--- src/rtl/pipeline_ctrl_if.sv ---
// Decode-side control bundle for pipeline_ctrl. The controller consumes the
// decode flags, condition result and halt request, and drives the fetch
// enables, gated write enables and status back out.
interface pipeline_ctrl_if;
    logic [7:0]  muxflags;
    logic        cond_pass;
    logic        halt_req;
    logic        pc_we;
    logic        pc_sel;
    logic        id_valid;
    logic        reg_we;
    logic        mem_we;
    logic        link_we;
    logic        stall;
    logic [2:0]  state;
    logic [15:0] retire_cnt;

    modport slave (
        input  muxflags, cond_pass, halt_req,
        output pc_we, pc_sel, id_valid, reg_we, mem_we, link_we,
               stall, state, retire_cnt
    );

    modport master (
        output muxflags, cond_pass, halt_req,
        input  pc_we, pc_sel, id_valid, reg_we, mem_we, link_we,
               stall, state, retire_cnt
    );
endinterface

--- src/rtl/pipeline_ctrl.sv ---
// Pipeline sequencing controller: inserts load bubbles and branch flush
// cycles, services halt requests, gates write enables and counts issued
// instructions.
//
// state      | meaning
// -----------+---------------------------------------------------------
// FILL       | refetch after reset/halt; decode not yet valid
// RUN        | normal issue; branches, loads and halts leave from here
// LOAD_STALL | bubble cycles after an issued load, fetch frozen
// BR_FLUSH   | discard wrong-path fetches after a taken branch
// HALT       | fetch frozen until halt_req drops
module pipeline_ctrl #(
    parameter int unsigned LOAD_DELAY   = 1,
    parameter int unsigned BRANCH_FLUSH = 2
) (
    input  logic            clk,
    input  logic            reset,
    pipeline_ctrl_if.slave  pif
);

    typedef enum logic [2:0] {
        FILL       = 3'd0,
        RUN        = 3'd1,
        LOAD_STALL = 3'd2,
        BR_FLUSH   = 3'd3,
        HALT       = 3'd4
    } state_t;

    localparam logic [2:0] LOAD_CNT_INIT  = 3'(LOAD_DELAY - 1);
    localparam logic [2:0] FLUSH_CNT_INIT = 3'(BRANCH_FLUSH - 1);

    state_t      state_q, state_d;
    logic [2:0]  cnt_q, cnt_d;
    logic        id_valid_q, id_valid_d;
    logic [15:0] retire_q, retire_d;

    logic        issue;
    logic        pc_we, pc_sel;

    logic flag_bls, flag_bs, flag_dpf, flag_mwe, flag_rfwe;
    logic unused_flags;

    assign flag_bls     = pif.muxflags[7];
    assign flag_bs      = pif.muxflags[6];
    assign flag_dpf     = pif.muxflags[4];
    assign flag_mwe     = pif.muxflags[3];
    assign flag_rfwe    = pif.muxflags[0];
    // WBS and IS steer the datapath muxes only; bit 5 is reserved.
    assign unused_flags = ^{pif.muxflags[5], pif.muxflags[2], pif.muxflags[1]};

    assign issue = (state_q == RUN) && id_valid_q && pif.cond_pass;

    // Next-state, counter and fetch-enable decode.
    always_comb begin
        state_d    = state_q;
        cnt_d      = cnt_q;
        id_valid_d = id_valid_q;
        pc_we      = 1'b1;
        pc_sel     = 1'b0;
        unique case (state_q)
            FILL: begin
                state_d    = RUN;
                cnt_d      = 3'd0;
                id_valid_d = 1'b1;
            end
            RUN: begin
                // Branch beats load beats halt; a pending halt is picked
                // up again once the branch/load sequence returns to RUN.
                if (issue && flag_bs) begin
                    pc_sel     = 1'b1;
                    state_d    = BR_FLUSH;
                    cnt_d      = FLUSH_CNT_INIT;
                    id_valid_d = 1'b0;
                end else if (issue && flag_dpf) begin
                    pc_we      = 1'b0;
                    state_d    = LOAD_STALL;
                    cnt_d      = LOAD_CNT_INIT;
                    id_valid_d = 1'b0;
                end else if (pif.halt_req) begin
                    pc_we      = 1'b0;
                    state_d    = HALT;
                    id_valid_d = 1'b0;
                end
            end
            LOAD_STALL: begin
                pc_we      = 1'b0;
                id_valid_d = 1'b0;
                if (cnt_q == 3'd0) begin
                    state_d    = RUN;
                    id_valid_d = 1'b1;
                end else begin
                    cnt_d = cnt_q - 3'd1;
                end
            end
            BR_FLUSH: begin
                id_valid_d = 1'b0;
                if (cnt_q == 3'd0) begin
                    state_d    = RUN;
                    id_valid_d = 1'b1;
                end else begin
                    cnt_d = cnt_q - 3'd1;
                end
            end
            HALT: begin
                pc_we      = 1'b0;
                id_valid_d = 1'b0;
                if (!pif.halt_req) begin
                    state_d = FILL;
                end
            end
            default: begin
                state_d    = FILL;
                cnt_d      = 3'd0;
                id_valid_d = 1'b0;
            end
        endcase
        retire_d = retire_q + {15'd0, issue};
    end

    // Controller state registers; reset lands in FILL with nothing valid.
    always_ff @(posedge clk or posedge reset) begin
        if (reset) begin
            state_q    <= FILL;
            cnt_q      <= 3'd0;
            id_valid_q <= 1'b0;
            retire_q   <= 16'd0;
        end else begin
            state_q    <= state_d;
            cnt_q      <= cnt_d;
            id_valid_q <= id_valid_d;
            retire_q   <= retire_d;
        end
    end

    assign pif.pc_we      = pc_we;
    assign pif.pc_sel     = pc_sel;
    assign pif.id_valid   = id_valid_q;
    assign pif.reg_we     = issue & flag_rfwe;
    assign pif.mem_we     = issue & flag_mwe;
    assign pif.link_we    = issue & flag_bs & flag_bls;
    assign pif.stall      = (state_q != RUN);
    assign pif.state      = state_q;
    assign pif.retire_cnt = retire_q;

endmodule
--- src/flat_wrapper.sv ---
// flat-port wrapper written by rule: the top's interface ports become plain ports
module pipeline_ctrl_flat 
#(
    parameter int unsigned LOAD_DELAY   = 1,
    parameter int unsigned BRANCH_FLUSH = 2
)
  (clk, reset, pif_muxflags, pif_cond_pass, pif_halt_req, pif_pc_we, pif_pc_sel, pif_id_valid, pif_reg_we, pif_mem_we, pif_link_we, pif_stall, pif_state, pif_retire_cnt);
  pipeline_ctrl_if pif_i ();
  input  logic clk;
  input  logic reset;
  input wire logic [$bits(pif_i.muxflags)-1:0] pif_muxflags;
  input wire logic [$bits(pif_i.cond_pass)-1:0] pif_cond_pass;
  input wire logic [$bits(pif_i.halt_req)-1:0] pif_halt_req;
  output wire logic [$bits(pif_i.pc_we)-1:0] pif_pc_we;
  output wire logic [$bits(pif_i.pc_sel)-1:0] pif_pc_sel;
  output wire logic [$bits(pif_i.id_valid)-1:0] pif_id_valid;
  output wire logic [$bits(pif_i.reg_we)-1:0] pif_reg_we;
  output wire logic [$bits(pif_i.mem_we)-1:0] pif_mem_we;
  output wire logic [$bits(pif_i.link_we)-1:0] pif_link_we;
  output wire logic [$bits(pif_i.stall)-1:0] pif_stall;
  output wire logic [$bits(pif_i.state)-1:0] pif_state;
  output wire logic [$bits(pif_i.retire_cnt)-1:0] pif_retire_cnt;
  assign pif_i.muxflags = pif_muxflags;
  assign pif_i.cond_pass = pif_cond_pass;
  assign pif_i.halt_req = pif_halt_req;
  assign pif_pc_we = pif_i.pc_we;
  assign pif_pc_sel = pif_i.pc_sel;
  assign pif_id_valid = pif_i.id_valid;
  assign pif_reg_we = pif_i.reg_we;
  assign pif_mem_we = pif_i.mem_we;
  assign pif_link_we = pif_i.link_we;
  assign pif_stall = pif_i.stall;
  assign pif_state = pif_i.state;
  assign pif_retire_cnt = pif_i.retire_cnt;
  pipeline_ctrl #(.LOAD_DELAY(LOAD_DELAY), .BRANCH_FLUSH(BRANCH_FLUSH)) u_core (.clk(clk), .reset(reset), .pif(pif_i));
endmodule
--- config.mk ---
export PLATFORM = sky130hd
export DESIGN_NAME = pipeline_ctrl_flat
export DESIGN_NICKNAME = d
export VERILOG_FILES = /design/src/rtl/pipeline_ctrl_if.sv /design/src/rtl/pipeline_ctrl.sv /design/src/flat_wrapper.sv
export SDC_FILE = /design/constraint.sdc
export NUM_CORES = 1
export LEC_CHECK = 0
export BUFFER_PORTS_ARGS = -buffer_cell sky130_fd_sc_hd__buf_4
export CORE_MARGIN = 8
export CORE_UTILIZATION = 25
export DETAILED_ROUTE_END_ITERATION = 16
export GPL_TIMING_DRIVEN = 0
export PLACE_DENSITY = 0.42
export SLEW_MARGIN = 30
export SYNTH_ARGS = -nofsm -noshare
export SYNTH_HDL_FRONTEND = slang
export SYNTH_SLANG_ARGS = --single-unit
--- constraint.sdc ---
create_clock -name clk -period 4.1 [get_ports clk]
set_input_delay 0.205 -clock clk [delete_from_list [all_inputs] [get_ports clk]]
set_output_delay 0.205 -clock clk [all_outputs]
set_load 0.1 [all_outputs]
==> reports/results.txt, run 1 <==
status -> finished, violations left
violated checks -> negative hold slack
kind of critical path -> flop to flop
Buf/Inv on CP -> 1
Critical Path Start -> u_core.pif.state[1]
Hold WS -> -0.0272 ns
H-Tree Depth -> 1
critical path's largest stage delay -> 0.48 ns
row count -> 25
leakage power -> 0.778 nW
met1 wire length -> 1410 µm
first-pass GRT wire length -> 4900 µm
Placed Cells -> 203
CP most frequent cell -> ha_1
CTS Hold Bufs -> 0
highest metal used -> met4
worst vdd ir -> 0.935 mV
I/O Pins -> 38
share of cells above drive strength 1 -> 0.288
Pwr per Cell Area -> 849 nW/µm²
metal2 WL -> 1220 µm
Slew Viols, Final -> 0
total grt overflow -> 0
worst r2r path cells -> 9
RSZ-0062 raised after global routing -> no
syn avg cell area -> 10.4 µm²
sequential area share after synthesis -> 0.482
core box area -> 4660 µm²
CP top delay family -> simple AND/OR/NAND/NOR gates
ys flop type -> dfrtp_1
CTS tree -> done
largest net degree at the start of global routing -> 24
Seq cells post-synth -> 23
Ys Warns -> 0
Reg-to-Reg End -> u_core.pif.retire_cnt[10]
CP Depth -> 9
Yosys top cell area share -> 0.482
Mapped Nets -> 131
Die Height -> 85.1 µm
CP Launch Type -> flop
Final Critical Period -> 2.51 ns
final count of negative-setup-slack endpoints -> 0
Unique masters post-synth -> 31
Mapped Cells -> 115
Port Buffer Count -> 34
worst skew pair latency -> 0.26 ns
Critical R2R Launch -> u_core.pif.state[1]
max-cap violations -> 0
dpl hpwl -> 2190 µm
asr flop ratio synth -> 1.00
CP Cell Sequence -> nand2b_1 -> buf_6 -> nor3_1 -> ha_1 -> ha_1 -> nand3_1 -> nor2_1 -> nand4_1 -> xnor2_1
Slew headroom -> 0.658
Max Fclk -> 399 MHz
DR vias -> 975
WL per Instance -> 13.7 µm
die outline width -> 85.1 µm
vias in the first global route -> 1023
final antenna-violating net count -> 0
Hold Fails Final Rpt -> 23
Hold/Removal Path Class -> primary input to asynchronous set/reset pin
starting DRC count in detailed routing -> 31
Via density -> 4.71
placer congestion estimate -> 0.733
CTS Buffer Depth -> 2
diode count -> 0
fin crit share -> 0.612
DRC viols -> 0
Worst-Margin Slew -> 0.513 ns
synthesized area -> 1190 µm²
fin nets -> 170
number of flops mapped to enable cells by yosys -> 0
CTS Buf Count -> 3
met3 routed wirelength -> 183 µm
Commonest cells post-synth -> dfrtp_1, nand2_1, nor2_1
top cells by area, synth -> dfrtp_1, xnor2_1, xor2_1, ha_1, nor4_4
Layout Cells excl Fill -> 207
Root Buffer -> clkbuf_8
Routed WL -> 2830 µm
die area -> 7240 µm²
data arrival time of the worst path -> 2.66 ns
Area Growth Syn to Fin -> 30.8%
Worst Setup EP -> u_core.pif.retire_cnt[10]
top-count cell post-synth -> dfrtp_1
Reg clk slew, reported paths -> 0.08 ns
initial core utilization -> 0.256
Setup Fix Bufs, Post-CTS -> 0
area leader, netlist -> dfrtp_1
GRT Overall Usage -> 0.0839
worst path required time -> 4.26 ns
CP Capture Type -> flop
CTS resizes -> 0
Setup TNS -> 0 ns
largest fanout on the critical path -> 8
clock skew -> 0.00331 ns
Tot Pwr -> 1.33 mW
# fillers -> 487
clock sink total -> 23
drt first pass iters -> 4
r2r setup slk -> 1.59 ns
initial antenna violation count -> 0
Slowest-stage cell, CP -> dfrtp_1
[stage by stage]
step | hold WS [ns] | utilization | setup WS [ns] | area [µm²]
after floorplan | 0.207 | - | 0.610 | 1190
after global placement | 0.462 | 0.325 | 1.57 | 1520
after detailed placement | 0.465 | 0.325 | 1.54 | 1520
after CTS | 0.180 | 0.335 | 1.52 | 1560
after global routing | 0.00615 | 0.335 | 1.33 | 1560
final | -0.0272 | 0.335 | 1.59 | 1560
[worst reg2reg max path, cell delays in order, from the launching register on]
cell and delay, ns:
dfrtp_1 0.48, nand2b_1 0.20, buf_6 0.14, nor3_1 0.37
ha_1 0.28, ha_1 0.19, nand3_1 0.15, nor2_1 0.28
nand4_1 0.17, xnor2_1 0.14
[cells by family after synthesis]
group	Yosys count	share of synthesized area
adders and majority gates	4	0.0419
AOI/OAI and AO/OA	18	0.102
xor gates and xnor gates	14	0.103
and+or+nand+nor	44	0.221
DFF	23	0.482
buffers and inverters	11	0.0409
muxes	1	0.00943
[state kept, by name, indices dropped and copies added (netlist names)]
signal / count
u_core.cnt_q: 3
u_core.pif.retire_cnt: 16
u_core.pif.id_valid: 1
u_core.pif.state: 3
[layout make-up]
type	instances	area [µm²]	area share
buffer	2	15.0	0.00962
clock buffer	4	45.0	0.0288
inverter	9	33.8	0.0216
multi-input combinational	81	569	0.365
sequential	23	576	0.369
tap	54	67.6	0.0433
timing repair buffer	34	255	0.163
[worst min path at each step]
stage,endpoint,slack (ns)
finish,u_core.cnt_q[2],-0.03
floorplan,u_core.cnt_q[0],0.21
CTS,u_core.pif.retire_cnt[10],0.18
detailed placement,u_core.cnt_q[2],0.47
global placement,u_core.pif.retire_cnt[15],0.46
global route,u_core.cnt_q[0],0.006
[layer usage]
metal | track usage | vias to the layer above
met1 | 0.105 | 469
met4 | 0.0388 | 0
met5 | 0 | -
met2 | 0.125 | 30
li1 | - | 474
met3 | 0.0290 | 2
[cell usage in the layout (no fill, tap or decap), types with 3 or more instances in the layout]
master	synthesis	final
buf_4	0	34
dfrtp_1	23	23
nand2_1	11	11
nor2_1	10	10
inv_1	9	8
xnor2_1	8	8
xor2_1	6	6
nand3_1	5	5
nor3_1	4	4
ha_1	4	4
nand2b_1	3	3
a21oi_1	3	3
and2_1	3	3
o21ai_0	3	3
clkbuf_8	0	3
[power by group]
group          internal, mW  switching [mW]  total, mW
combinational         0.203           0.631      0.835
clock                0.0693          0.0735      0.143
sequential            0.279          0.0700      0.349
total                 0.551           0.775       1.33
Note: power is estimated with default switching activity, not from simulation.
==> run 2, diff against run 1 <==
- ABC_AREA: not set -> 1
- PLACE_DENSITY: 0.42 -> 0.44
- clock period: 4.1 -> 2.3 ns (I/O delays scaled with it)
==> reports/results.txt, run 2 <==
critical path's largest stage delay -> 0.50 ns (was 0.48 ns)
worst skew pair latency -> 0.26 ns (about the same)
Largest register FFs -> 16 (unchanged)
I/O Pins -> 38 (unchanged)
worst path required time -> 2.48 ns (was 4.26 ns)
worst vdd ir -> 1.14 mV (was 0.935 mV)
drt first pass iters -> 4 (unchanged)
total grt overflow -> 0 (unchanged)
dpl cell area -> 1590 µm² (was 1520 µm²)
largest net degree at the start of global routing -> 24 (unchanged)
top cells by area, synth -> dfrtp_1, nand2_1, inv_1, xnor2_1, nand3_1 (was dfrtp_1, xnor2_1, xor2_1, ha_1, nor4_4)
Slowest-stage cell, CP -> dfrtp_4 (was dfrtp_1)
most frequent cells in the layout -> buf_4, nand2_1, inv_1 (was buf_4, dfrtp_1, nand2_1)
leakage power -> 0.858 nW (was 0.778 nW)
Slew headroom -> 0.661 (was 0.658)
met3 routed wirelength -> 220 µm (was 183 µm)
# fillers -> 476 (was 487)
Ys Warns -> 0 (unchanged)
Die Height -> 84.8 µm (was 85.1 µm)
Post-Synth XOR/XNOR Area -> 0.0888 (was 0.103)
Tot Pwr -> 2.39 mW (was 1.33 mW)
Area Growth Syn to Fin -> 39.1% (was 30.8%)
Via density -> 4.23 (was 4.71)
post-synthesis adder-cell area fraction -> 0.0423 (was 0.0419)
Setup TNS -> 0 ns (unchanged)
Port Buffer Count -> 34 (unchanged)
fin nets -> 193 (was 170)
vias in the first global route -> 1037 (was 1023)
die outline width -> 84.8 µm (was 85.1 µm)
starting DRC count in detailed routing -> 30 (was 31)
Mapped Nets -> 153 (was 131)
final instance area -> 1650 µm² (was 1560 µm²)
Hold/Removal Path Class -> primary input to flop (was primary input to asynchronous set/reset pin)
Mapped Cells -> 137 (was 115)
Buf/Inv on CP -> 2 (was 1)
WL per Instance -> 11.9 µm (was 13.7 µm)
core box area -> 4630 µm² (was 4660 µm²)
kind of critical path -> flop to flop (unchanged)
H-Tree Depth -> 1 (unchanged)
final antenna-violating net count -> 0 (unchanged)
sequential area share after synthesis -> 0.486 (was 0.482)
synthesized area -> 1180 µm² (was 1190 µm²)
row count -> 25 (unchanged)
top-count cell post-synth -> nand2_1 (was dfrtp_1)
die area -> 7190 µm² (was 7240 µm²)
GRT Overall Usage -> 0.0813 (was 0.0839)
CP top delay family -> simple AND/OR/NAND/NOR gates (unchanged)
multiplexer share of the synthesized area -> 0 (was 0.00943)
CTS Buf Count -> 3 (unchanged)
asr flop ratio synth -> 1.00 (unchanged)
Worst Setup EP -> u_core.pif.retire_cnt[14] (was u_core.pif.retire_cnt[10])
worst r2r path cells -> 11 (was 9)
Reg clk slew, reported paths -> 0.08 ns (about the same)
status -> completed (was finished, violations left)
Slew Viols, Final -> 0 (unchanged)
DRC viols -> 0 (unchanged)
CTS Buffer Depth -> 2 (unchanged)
data arrival time of the worst path -> 2.32 ns (was 2.66 ns)
Commonest cells post-synth -> nand2_1, dfrtp_1, inv_1 (was dfrtp_1, nand2_1, nor2_1)
ys flop type -> dfrtp_1 (unchanged)
number of flops mapped to enable cells by yosys -> 0 (unchanged)
initial antenna violation count -> 0 (unchanged)
Max Fclk -> 468 MHz (was 399 MHz)
commonest non-fill, non-tap cell in the layout -> buf_4 (unchanged)
Unique masters post-synth -> 20 (was 31)
Root Buffer -> clkbuf_8 (unchanged)
post-synthesis compound-gate area fraction -> 0.0243 (was 0.102)
Seq cells post-synth -> 23 (unchanged)
r2r setup slk -> 0.16 ns (was 1.59 ns)
RSZ-0062 raised after global routing -> no (unchanged)
largest fanout on the critical path -> 7 (was 8)
initial core utilization -> 0.256 (about the same)
Critical Path Start -> u_core.pif.state[1] (unchanged)
diode count -> 0 (unchanged)
area leader, netlist -> dfrtp_1 (unchanged)
share of cells above drive strength 1 -> 0.352 (was 0.288)
Yosys top cell area share -> 0.486 (was 0.482)
Hold WS -> 0.164 ns (was -0.0272 ns)
Routed WL -> 2730 µm (was 2830 µm)
syn avg cell area -> 8.64 µm² (was 10.4 µm²)
clock skew -> 0.000597 ns (was 0.00331 ns)
CP Capture Type -> flop (unchanged)
largest family of logic cells by synthesized area -> simple AND/OR/NAND/NOR gates (unchanged)
CP Launch Type -> flop (unchanged)
CTS tree -> done (unchanged)
Synth Area in Simple Gates -> 0.282 (was 0.221)
first-pass GRT wire length -> 4710 µm (was 4900 µm)
dpl hpwl -> 2180 µm (was 2190 µm)
met1 wire length -> 1210 µm (was 1410 µm)
metal2 WL -> 1280 µm (was 1220 µm)
fin crit share -> 0.929 (was 0.612)
CP Depth -> 11 (was 9)
pre-CTS setup slack -> 0.142 ns (was 1.54 ns)
clock sink total -> 23 (unchanged)
placer congestion estimate -> 0.778 (was 0.733)
CP Cell Sequence -> inv_4 -> nand2_4 -> nor2_4 -> inv_8 -> nor2_4 -> ha_4 -> ha_4 -> nand3_4 -> nor3_4 -> nand4_1 -> xnor2_1 (was nand2b_1 -> buf_6 -> nor3_1 -> ha_1 -> ha_1 -> nand3_1 -> nor2_1 -> nand4_1 -> xnor2_1)
worst setup margin -> 0.164 ns (was 1.59 ns)
DR vias -> 973 (was 975)
final count of negative-setup-slack endpoints -> 0 (unchanged)
Final Critical Period -> 2.14 ns (was 2.51 ns)
highest metal used -> met4 (unchanged)
Worst-Margin Slew -> 0.508 ns (was 0.513 ns)
Hold Fails Final Rpt -> 0 (was 23)
max-cap violations -> 0 (unchanged)
Reg-to-Reg End -> u_core.pif.retire_cnt[14] (was u_core.pif.retire_cnt[10])
Pwr per Cell Area -> 1450 nW/µm² (was 849 nW/µm²)
Critical R2R Launch -> u_core.pif.state[1] (unchanged)
-- run 2: routing by layer --
metal | GRT usage | up-vias
met2 | 0.138 | 26
met4 | 0.0146 | 0
met1 | 0.0882 | 443
li1 | - | 502
met3 | 0.0429 | 2
met5 | 0 | -
-- run 2: final cells by class --
type / count / area, µm² / area share
Inverter: 24 / 100 / 0.0608
Clock buffer: 3 / 41.3 / 0.0251
Timing Repair Buffer: 35 / 265 / 0.161
Clock inverter: 1 / 5.00 / 0.00304
Sequential cell: 23 / 586 / 0.356
Multi-Input combinational cell: 90 / 582 / 0.353
Tap cell: 54 / 67.6 / 0.0410
-- run 2: worst reg2reg max path: cells and delay by family (launching register included) --
kind | cells | cell delay (ns)
fa+ha+maj | 2 | 0.31
flops | 1 | 0.50
xor+xnor | 1 | 0.19
buf+inv | 2 | 0.13
simple gates | 6 | 0.92
-- run 2: report_power, final --
group,internal [mW],leakage [nW],switching [mW],total (mW)
combinational,0.318,0.538,1.21,1.52
clock,0.121,0.0255,0.129,0.250
sequential,0.506,0.295,0.114,0.620
total,0.946,0.858,1.45,2.39
-- run 2: repair_timing --
| item | CTS | global route |
|---|---|---|
| buffers inserted | 0 | 0 |
| hold buffers | 0 | 1 |
| endpoints found under the setup margin | 0 | 1 |
| endpoints found under the hold margin | 0 | 23 |
| gates resized for setup | 0 | 0 |
-- run 2: per-stage QoR --
| stage | utilization | std cells |
|---|---|---|
| floorplan | - | 137 |
| finish | 0.356 | 230 |
| global route | 0.356 | 230 |
| global placement | 0.344 | 225 |
| CTS | 0.354 | 229 |
| detailed placement | 0.344 | 225 |
-- run 2: logic make-up after synthesis --
group           Yosys count
compound gates            4
buf+inv                  24
xor+xnor                 12
simple gates             70
flops                    23
fa+ha+maj                 4
-- run 2: worst min-delay path by stage --
| stage | from | endpoint | slack, ns | cells past startpoint |
|---|---|---|---|---|
| finish | pif_muxflags[4] | u_core.pif.state[1] | 0.16 | 3 |
| global route | pif_muxflags[4] | u_core.pif.state[1] | 0.17 | 3 |
| global placement | reset | u_core.pif.retire_cnt[15] | 0.37 | 2 |
| floorplan | reset | u_core.cnt_q[0] | 0.12 | 1 |
| detailed placement | reset | u_core.pif.retire_cnt[11] | 0.38 | 2 |
| CTS | reset | u_core.pif.retire_cnt[11] | 0.08 | 2 |
